### config.mk
export PLATFORM = sky130hd
export DESIGN_NAME = fetch_unit
export DESIGN_NICKNAME = d
export VERILOG_FILES = /design/src/rtl/fetch_unit.sv
export SDC_FILE = /design/constraint.sdc
export NUM_CORES = 1
export LEC_CHECK = 0
export BUFFER_PORTS_ARGS = -buffer_cell sky130_fd_sc_hd__buf_2
export CAP_MARGIN = 5
export CORE_ASPECT_RATIO = 0.6
export CORE_MARGIN = 8
export CORE_UTILIZATION = 55
export CTS_BUF_LIST = sky130_fd_sc_hd__clkbuf_8
export CTS_CLUSTER_SIZE = 20
export DETAILED_ROUTE_END_ITERATION = 8
export GPL_TIMING_DRIVEN = 1
export MAX_ROUTING_LAYER = met4
export PLACE_DENSITY = 0.77
export RECOVER_POWER = 100
export SLEW_MARGIN = 20
export SYNTH_ARGS = -nofsm -noshare
export SYNTH_HDL_FRONTEND = slang
export SYNTH_SLANG_ARGS = --single-unit
### constraint.sdc
create_clock -name clk -period 5.1 [get_ports clk]
set_input_delay 0 -clock clk [delete_from_list [all_inputs] [get_ports clk]]
set_output_delay 0 -clock clk [all_outputs]
set_load 0.02 [all_outputs]
### src/rtl/fetch_unit.sv
// fetch_unit: instruction fetch front end with a credit-limited request
// stream, an in-order response FIFO and redirect/halt handling.
//
// Ports:
//   clk, reset                    clock, synchronous active-high reset
//   redirect_valid, redirect_pc   PC redirect (jal/jalr/taken branch)
//   halt                          stop fetching; drain the queue, exit via reset
//   imem_req_*                    fetch request (valid/addr/ready)
//   imem_resp_*                   in-order read response (valid/data)
//   inst_valid/pc/data, ready     instruction queue head to downstream
//   perf_redirects, perf_empty_cycles
//                                 saturating counters, only when the macro
//                                 FETCH_PERF_CNT_EN is defined
module fetch_unit #(
    parameter logic [31:0] RESET_PC   = 32'h0000_0000,
    parameter int unsigned FIFO_DEPTH = 2
) (
    input  logic        clk,
    input  logic        reset,
    input  logic        redirect_valid,
    input  logic [31:0] redirect_pc,
    input  logic        halt,
    output logic        imem_req_valid,
    output logic [31:0] imem_req_addr,
    input  logic        imem_req_ready,
    input  logic        imem_resp_valid,
    input  logic [31:0] imem_resp_data,
    output logic        inst_valid,
    output logic [31:0] inst_pc,
    output logic [31:0] inst_data,
`ifdef FETCH_PERF_CNT_EN
    output logic [31:0] perf_redirects,
    output logic [31:0] perf_empty_cycles,
`endif
    input  logic        inst_ready
);

    localparam int unsigned AW = (FIFO_DEPTH > 1) ? $clog2(FIFO_DEPTH) : 1;
    localparam int unsigned CW = $clog2(FIFO_DEPTH + 1);
    localparam int unsigned SW = CW + 1;

    localparam logic [1:0] S_FETCH = 2'd0;
    localparam logic [1:0] S_DRAIN = 2'd1;
    localparam logic [1:0] S_STOP  = 2'd2;

    logic [1:0]    state, state_nxt;
    logic [31:0]   fetch_pc, fetch_pc_nxt;
    logic [31:0]   resp_pc, resp_pc_nxt;     // PC of the oldest non-stale in-flight request
    logic [CW-1:0] fifo_count, fifo_count_nxt;
    logic [CW-1:0] inflight, inflight_nxt;
    logic [CW-1:0] stale, stale_nxt;
    logic [AW-1:0] wr_ptr, wr_ptr_nxt;
    logic [AW-1:0] rd_ptr, rd_ptr_nxt;
    logic [31:0]   fifo_pc   [FIFO_DEPTH];
    logic [31:0]   fifo_data [FIFO_DEPTH];

    logic credit_ok, redirect_take, req_fire, resp_take, resp_stale, push, pop;
    logic unused_pc_bits;

    assign unused_pc_bits = ^redirect_pc[1:0];

    // Handshake qualifiers and head-of-queue outputs
    always_comb begin
        credit_ok      = (SW'(fifo_count) + SW'(inflight)) < SW'(FIFO_DEPTH);
        redirect_take  = redirect_valid && (state != S_STOP) && !reset;
        imem_req_valid = !reset && (state == S_FETCH) && !redirect_valid && !halt && credit_ok;
        imem_req_addr  = fetch_pc;
        req_fire       = imem_req_valid && imem_req_ready;
        resp_take      = imem_resp_valid && (inflight != '0);
        resp_stale     = resp_take && (stale != '0);
        push           = resp_take && !resp_stale && !redirect_take;
        inst_valid     = !reset && (fifo_count != '0);
        pop            = inst_valid && inst_ready && !redirect_take;
        inst_pc        = inst_valid ? fifo_pc[rd_ptr]   : 32'h0;
        inst_data      = inst_valid ? fifo_data[rd_ptr] : 32'h0;
    end

    // Next-state and bookkeeping
    always_comb begin
        state_nxt      = state;
        fetch_pc_nxt   = fetch_pc;
        resp_pc_nxt    = resp_pc;
        fifo_count_nxt = fifo_count;
        inflight_nxt   = inflight;
        stale_nxt      = stale;
        wr_ptr_nxt     = wr_ptr;
        rd_ptr_nxt     = rd_ptr;

        if (redirect_take) begin
            // Everything still outstanding becomes stale; a response landing
            // this cycle is consumed here rather than counted as stale.
            fifo_count_nxt = '0;
            wr_ptr_nxt     = '0;
            rd_ptr_nxt     = '0;
            fetch_pc_nxt   = {redirect_pc[31:2], 2'b00};
            resp_pc_nxt    = {redirect_pc[31:2], 2'b00};
            inflight_nxt   = inflight - CW'(resp_take);
            stale_nxt      = inflight - CW'(resp_take);
            state_nxt      = (stale_nxt != '0) ? S_DRAIN : S_FETCH;
        end else begin
            if (req_fire) fetch_pc_nxt = fetch_pc + 32'd4;
            inflight_nxt = inflight + CW'(req_fire) - CW'(resp_take);
            if (resp_stale) stale_nxt = stale - CW'(1);
            if (push) begin
                wr_ptr_nxt  = wr_ptr + AW'(1);
                resp_pc_nxt = resp_pc + 32'd4;
            end
            if (pop) rd_ptr_nxt = rd_ptr + AW'(1);
            fifo_count_nxt = fifo_count + CW'(push) - CW'(pop);
            if ((state == S_DRAIN) && (stale_nxt == '0)) state_nxt = S_FETCH;
        end

        if (halt && (state != S_STOP)) state_nxt = S_STOP;
    end

    // State registers
    always_ff @(posedge clk) begin
        if (reset) begin
            state      <= S_FETCH;
            fetch_pc   <= RESET_PC;
            resp_pc    <= RESET_PC;
            fifo_count <= '0;
            inflight   <= '0;
            stale      <= '0;
            wr_ptr     <= '0;
            rd_ptr     <= '0;
        end else begin
            state      <= state_nxt;
            fetch_pc   <= fetch_pc_nxt;
            resp_pc    <= resp_pc_nxt;
            fifo_count <= fifo_count_nxt;
            inflight   <= inflight_nxt;
            stale      <= stale_nxt;
            wr_ptr     <= wr_ptr_nxt;
            rd_ptr     <= rd_ptr_nxt;
        end
    end

    // Queue storage; contents are qualified by fifo_count so need no reset
    always_ff @(posedge clk) begin
        if (push) begin
            fifo_pc[wr_ptr]   <= resp_pc;
            fifo_data[wr_ptr] <= imem_resp_data;
        end
    end

`ifdef FETCH_PERF_CNT_EN
    // Saturating event counters
    always_ff @(posedge clk) begin
        if (reset) begin
            perf_redirects    <= 32'h0;
            perf_empty_cycles <= 32'h0;
        end else begin
            if (redirect_take && (perf_redirects != 32'hFFFF_FFFF))
                perf_redirects <= perf_redirects + 32'd1;
            if (!inst_valid && (perf_empty_cycles != 32'hFFFF_FFFF))
                perf_empty_cycles <= perf_empty_cycles + 32'd1;
        end
    end
`endif

endmodule

==> results.sh, run 1 <==
export IMPL_io_buffers=162
export IMPL_cts_resized=0
export IMPL_fmax_mhz=263
export IMPL_final_setup_skew_ns=0.0231
export IMPL_criticalPathCategory="reg -> reg"
export IMPL_die_w_um=176
export IMPL_top_layer_used="met4"
export IMPL_setup_viol=0
export IMPL_ant_nets=0
export IMPL_wl_met3_um=1430
export IMPL_area_delta_synth_final_pct=21.4
export IMPL_grt_start_max_net_pins=93
export IMPL_period_needed_ns=3.80
export IMPL_antenna_cells=0
export IMPL_pin_count=169
export IMPL_dpl_hpwl_um=13200
export IMPL_min_period_over_period_pct=74.5
export IMPL_cts_root_buffer="clkbuf_8"
export IMPL_die_area_mm2=0.0197
export IMPL_cts_max_level=4
export IMPL_synth_seq_cells=195
export IMPL_outcome="complete, but fails checks"
export IMPL_hold_class="in -> reg"
export IMPL_vias_per_cell=5.39
export IMPL_wl_per_cell_um=17.0
export IMPL_hold_viol=0
export IMPL_slew_headroom_pct=-13.9
export IMPL_synth_area_mm2=0.00846
export IMPL_worstSetupEndpointType="flip-flop"
export IMPL_rsz0062_at_grt="false"
export IMPL_grt_pass1_vias=6014
export IMPL_drv_slew=93
export IMPL_start_util_pct=55.6
export IMPL_vias=6172
export IMPL_ff_latch_area_mm2=0.00515
export IMPL_yosysMostFrequentCell="edfxtp_1"
export IMPL_grtUsageTotal_pct=20.1
export IMPL_arrival_ns=4.14
export IMPL_cts_tree="done"
export IMPL_gr_total_overflow=0
export IMPL_die_h_um=112
export IMPL_async_reset_ff_share_pct=0
export IMPL_cts_setup_buffers=0
export IMPL_cts_made_buffers=17
export IMPL_place_inst=1047
export IMPL_layout_drive_gt1_share_pct=11.3
export IMPL_ys_seq_area_share_pct=60.8
export IMPL_clk_latency_ns=0.45
export IMPL_syn_avg_cell_area_um2=11.9
export IMPL_synth_flop_cell="edfxtp_1"
export IMPL_m1WireLength_um=8890
export IMPL_ys_warnings_count=0
export IMPL_antenna_found_initial=0
export IMPL_routed_wl_um=19500
export IMPL_fillers=1239
export IMPL_ys_top_cells_by_area="edfxtp_1 44%, dfxtp_1 17%, mux2i_1 7.6%"
export IMPL_place_congestion=0.846
export IMPL_synth_distinct_cells=63
export IMPL_tightest_slew_ns=1.71
export IMPL_crit_fanout=9
export IMPL_synth_edf_count=124
export IMPL_cp_data_required_time_ns=5.44
export IMPL_max_cap_violations=1
export IMPL_core_mm2=0.0152
export IMPL_postSynthCellCount=710
export IMPL_fin_setup_tns_ns=0
export IMPL_first_iter_violations=497
export IMPL_synth_top_area_share_pct=44.0
export IMPL_synth_top_cell_by_area="edfxtp_1"
export IMPL_drc=0
export IMPL_grt_pass1_wl_um=31200
export IMPL_route_met2_wl_um=9040
export IMPL_rows=35
export IMPL_cts_max_path_buffers=2
export IMPL_failed_checks="capacitance limit, slew limit"
export IMPL_power_density_mw_per_mm2=331
export IMPL_clkTransAtPathRegs_ns=0.10
export IMPL_fin_cells=1145
export IMPL_multi_input_area_mm2=0.00307
export IMPL_first_pass_iters=5
export IMPL_synth_top_cells_by_count="124 x edfxtp_1, 87 x nor2_1, 71 x dfxtp_1"
export IMPL_max_vdd_ir_drop_mv=0.217
export IMPL_numClockSinks=195
export IMPL_start_kind="flip-flop"
export IMPL_nets=1009
export IMPL_p_leak_nw=3.34
cell usage in the layout, fill, tap and decap left out, drive strengths merged, types with 43 or more instances in the layout:
| master | n |
|---|---|
| xnor2 | 43 |
| dfxtp | 71 |
| clkbuf | 135 |
| mux2i | 64 |
| buf | 50 |
| edfxtp | 124 |
| nor2 | 87 |
| dlygate4sd3 | 66 |
| a21oi | 55 |
power breakdown:
part	total, mW	switching (mW)	internal, mW
Clock	0.950	0.543	0.407
Sequential	1.94	0.0975	1.84
Combinational	0.515	0.318	0.197
final cells by class:
type / instances / share of cell area [%]
Timing Repair Buffer: 233 / 13.2
Clock buffer: 18 / 2.41
Multi-Input combinational cell: 466 / 29.9
Tap cell: 203 / 2.48
Inverter: 16 / 0.585
Clock inverter: 14 / 1.24
Sequential cell: 195 / 50.2
critical path, stage by stage, from the launching register on:
cell and delay (ns):
dfxtp_1 0.47, and2_0 0.19, fa_1 0.43, nor4_1 0.88, nand4_1 0.68, nor3_1 0.62
nand3_1 0.15, mux2_2 0.28
metal layers:
| layer | track usage [%] | vias up |
|---|---|---|
| met3 | 4.83 | 11 |
| met2 | 30.9 | 206 |
| met1 | 27.1 | 2937 |
| met4 | 3.49 | 0 |
| met5 | - | - |
| li1 | - | 3018 |
repair_timing:
| item | in CTS | in global routing |
|---|---|---|
| hold buffers | 66 | 0 |
| endpoints found under the setup margin | 0 | 0 |
| hold endpoints to repair | 129 | 0 |
path summary, 6_finish.rpt:
path | from | endpoint | slack [ns] | cells after the start
hold / removal | imem_req_ready | imem_req_addr[2] | 0.05 | 4
setup reg to reg | inflight[0] | imem_req_addr[21] | 1.30 | 7
setup / recovery | inflight[0] | imem_req_addr[21] | 1.30 | 7
hold reg to reg | resp_pc[31] | fifo_pc[1][31] | 0.51 | 0
sequential cells by signal, indices dropped and copies added (netlist names), named ones only:
name	flops
fifo_data	64
fifo_pc	60
imem_req_addr	30
resp_pc	30
fifo_count	2
inflight	2
stale	2
state	2
rd_ptr	1
wr_ptr	1
logic make-up after synthesis:
group	synth area share, %
AND/OR/NAND/NOR	14.1
XOR/XNOR	5.80
adder cells (fa/ha/maj)	1.42
flip-flops	60.8
other	0.0443
buffers and inverters	2.78
multiplexers	7.71
AO/OA/AOI/OAI	7.28
per-stage QoR:
step	setup WS [ns]	util [%]	hold slack [ns]	area [um2]	power, mW
detailed placement	2.05	62.0	0.192	9430	2.47
global route	1.02	67.5	0.0432	10300	3.56
global placement	2.09	62.0	0.188	9430	2.45
finish	1.30	67.5	0.0464	10300	3.40
floorplan	0.846	-	0.0989	8470	2.30
CTS	2.02	68.9	0.0141	10500	3.44
No activity file was read; power rests on OpenSTA's default activity.
==> run 2: changes to the inputs <==
Clock period 5.1 ns to 3.5 ns, I/O delays scaled along.
==> results.sh, run 2 (synthesis results as in run 1) <==
export IMPL_outcome="completed"
export IMPL_p_leak_nw=3.36
export IMPL_crit_fanout=10
export IMPL_criticalPathCategory="reg -> reg"
export IMPL_final_setup_skew_ns=0.0176
export IMPL_fin_util_pct=67.7
export IMPL_die_area_mm2=0.0197
export IMPL_place_congestion=0.859
export IMPL_numClockSinks=195
export IMPL_grtUsageTotal_pct=20.8
export IMPL_antenna_found_initial=0
export IMPL_start_kind="flip-flop"
export IMPL_fillers=1210
export IMPL_area_delta_synth_final_pct=21.7
export IMPL_drc=0
export IMPL_worstSetupEndpointType="flip-flop"
export IMPL_first_iter_violations=561
export IMPL_max_cap_violations=0
export IMPL_max_vdd_ir_drop_mv=0.272
export IMPL_cts_resized=0
export IMPL_rsz0062_at_grt="false"
export IMPL_hold_class="in -> reg"
export IMPL_path_cells="and2_0, fa_1, nor4_4, clkbuf_1, nand3_1, nor4_1, xnor2_1, a211oi_2"
export IMPL_vias_per_cell=5.42
export IMPL_grt_start_max_net_pins=63
export IMPL_hold_viol=0
export IMPL_arrival_ns=3.25
export IMPL_antenna_cells=0
export IMPL_io_buffers=162
export IMPL_drv_slew=0
export IMPL_cp_data_required_time_ns=3.80
export IMPL_layout_drive_gt1_share_pct=10.7
export IMPL_routed_wl_um=19900
export IMPL_multi_input_area_mm2=0.00306
export IMPL_cts_max_path_buffers=2
export IMPL_p_total_mw=4.99
export IMPL_wl_per_cell_um=17.3
export IMPL_slew_headroom_pct=11.7
export IMPL_grt_pass1_vias=6273
export IMPL_start_util_pct=55.6
export IMPL_rows=35
export IMPL_grt_pass1_wl_um=32200
export IMPL_largest_register_ffs=64
export IMPL_clkTransAtPathRegs_ns=0.11
export IMPL_whs_ns=0.0601
export IMPL_nets=1012
export IMPL_core_mm2=0.0152
export IMPL_largest_register="fifo_data"
export IMPL_tightest_slew_ns=1.31
export IMPL_placed_cell_area_mm2=0.00947
export IMPL_ff_latch_area_mm2=0.00515
export IMPL_cts_max_level=4
export IMPL_period_needed_ns=2.95
export IMPL_die_w_um=176
export IMPL_mostFrequentLayoutCells="124 x edfxtp_1, 116 x clkbuf_1, 85 x nor2_1"
export IMPL_cts_tree="done"
export IMPL_final_cell_area_mm2=0.0103
export IMPL_vias=6221
export IMPL_dpl_hpwl_um=13200
export IMPL_final_common_cell="edfxtp_1"
export IMPL_gr_total_overflow=0
export IMPL_cts_made_buffers=17
export IMPL_cp_slowest_cell="nor4_1"
export IMPL_min_period_over_period_pct=84.3
export IMPL_pin_count=169
export IMPL_cp_slowest_stage_delay_ns=0.48
export IMPL_fmax_mhz=339
export IMPL_reg_top3="fifo_data (64), fifo_pc (60)"
export IMPL_first_pass_iters=5
export IMPL_die_h_um=112
export IMPL_clk_latency_ns=0.45
export IMPL_power_density_mw_per_mm2=485
export IMPL_ant_nets=0
export IMPL_cts_root_buffer="clkbuf_8"
export IMPL_setup_viol=0
==> run 2: cell types whose count changed in the layout (fill, tap and decap cells not counted), sizes merged <==
cell / before / now
clkinvlp: 4 / 1
clkinv: 2 / 4
clkbuf: 135 / 136
dlygate4sd3: 66 / 67
inv: 23 / 24
==> run 2: critical path, delay by kind of cell (launching register included) <==
family / cells / cell delay [ns]
DFF: 1 / 0.47
AOI/OAI and AO/OA: 1 / 0.09
buffers and inverters: 1 / 0.28
and+or+nand+nor: 4 / 1.32
adders and majority gates: 1 / 0.46
xor gates and xnor gates: 1 / 0.18
==> run 2: power breakdown <==
part / leakage, nW / switching [mW] / internal [mW] / total, mW
Clock: 0.197 / 0.817 / 0.589 / 1.41
Sequential: 1.72 / 0.142 / 2.68 / 2.82
Combinational: 1.45 / 0.467 / 0.291 / 0.758
Total: 3.36 / 1.43 / 3.56 / 4.99
==> run 2: final timing paths <==
| path | startpoint | slack [ns] | to | cells past startpoint |
|---|---|---|---|---|
| worst max-delay path | inflight[0] | 0.55 | imem_req_addr[22] | 8 |
| worst max register to register | inflight[0] | 0.55 | imem_req_addr[22] | 8 |
| worst min register to register | resp_pc[31] | 0.51 | fifo_pc[0][31] | 0 |
| worst min-delay path | imem_req_ready | 0.06 | imem_req_addr[2] | 4 |
==> run 2: metal layers <==
metal,vias up,part of all wire (%),GRT usage (%)
met5,-,0,-
met4,0,0.81,4.84
met3,17,6.0,4.96
met2,189,48,32.7
met1,2997,45,27.1
li1,3018,-,-
==> run 2: through the flow <==
stage                     setup WS [ns]  TNS (ns)  std cells
final                             0.548         0       1147
after global routing              0.271         0       1147
after CTS                         0.709         0       1147
after detailed placement          0.740         0       1049
after global placement            0.823         0       1049
after floorplan                  -0.754    -93.55        713
==> run 2: cell type report <==
cell class              count  area share, %
flip-flops and latches    195           50.0
clock inverters            14           1.44
repair buffers            236           13.4
multi-input cells         466           29.7
inverters                  16          0.584
well taps                 203           2.47
clock buffers              17           2.27
==> run 2: repair_timing <==
item | CTS | global route
hold endpoints to repair | 131 | 0
hold buffers | 67 | 0
buffers inserted | 0 | 0
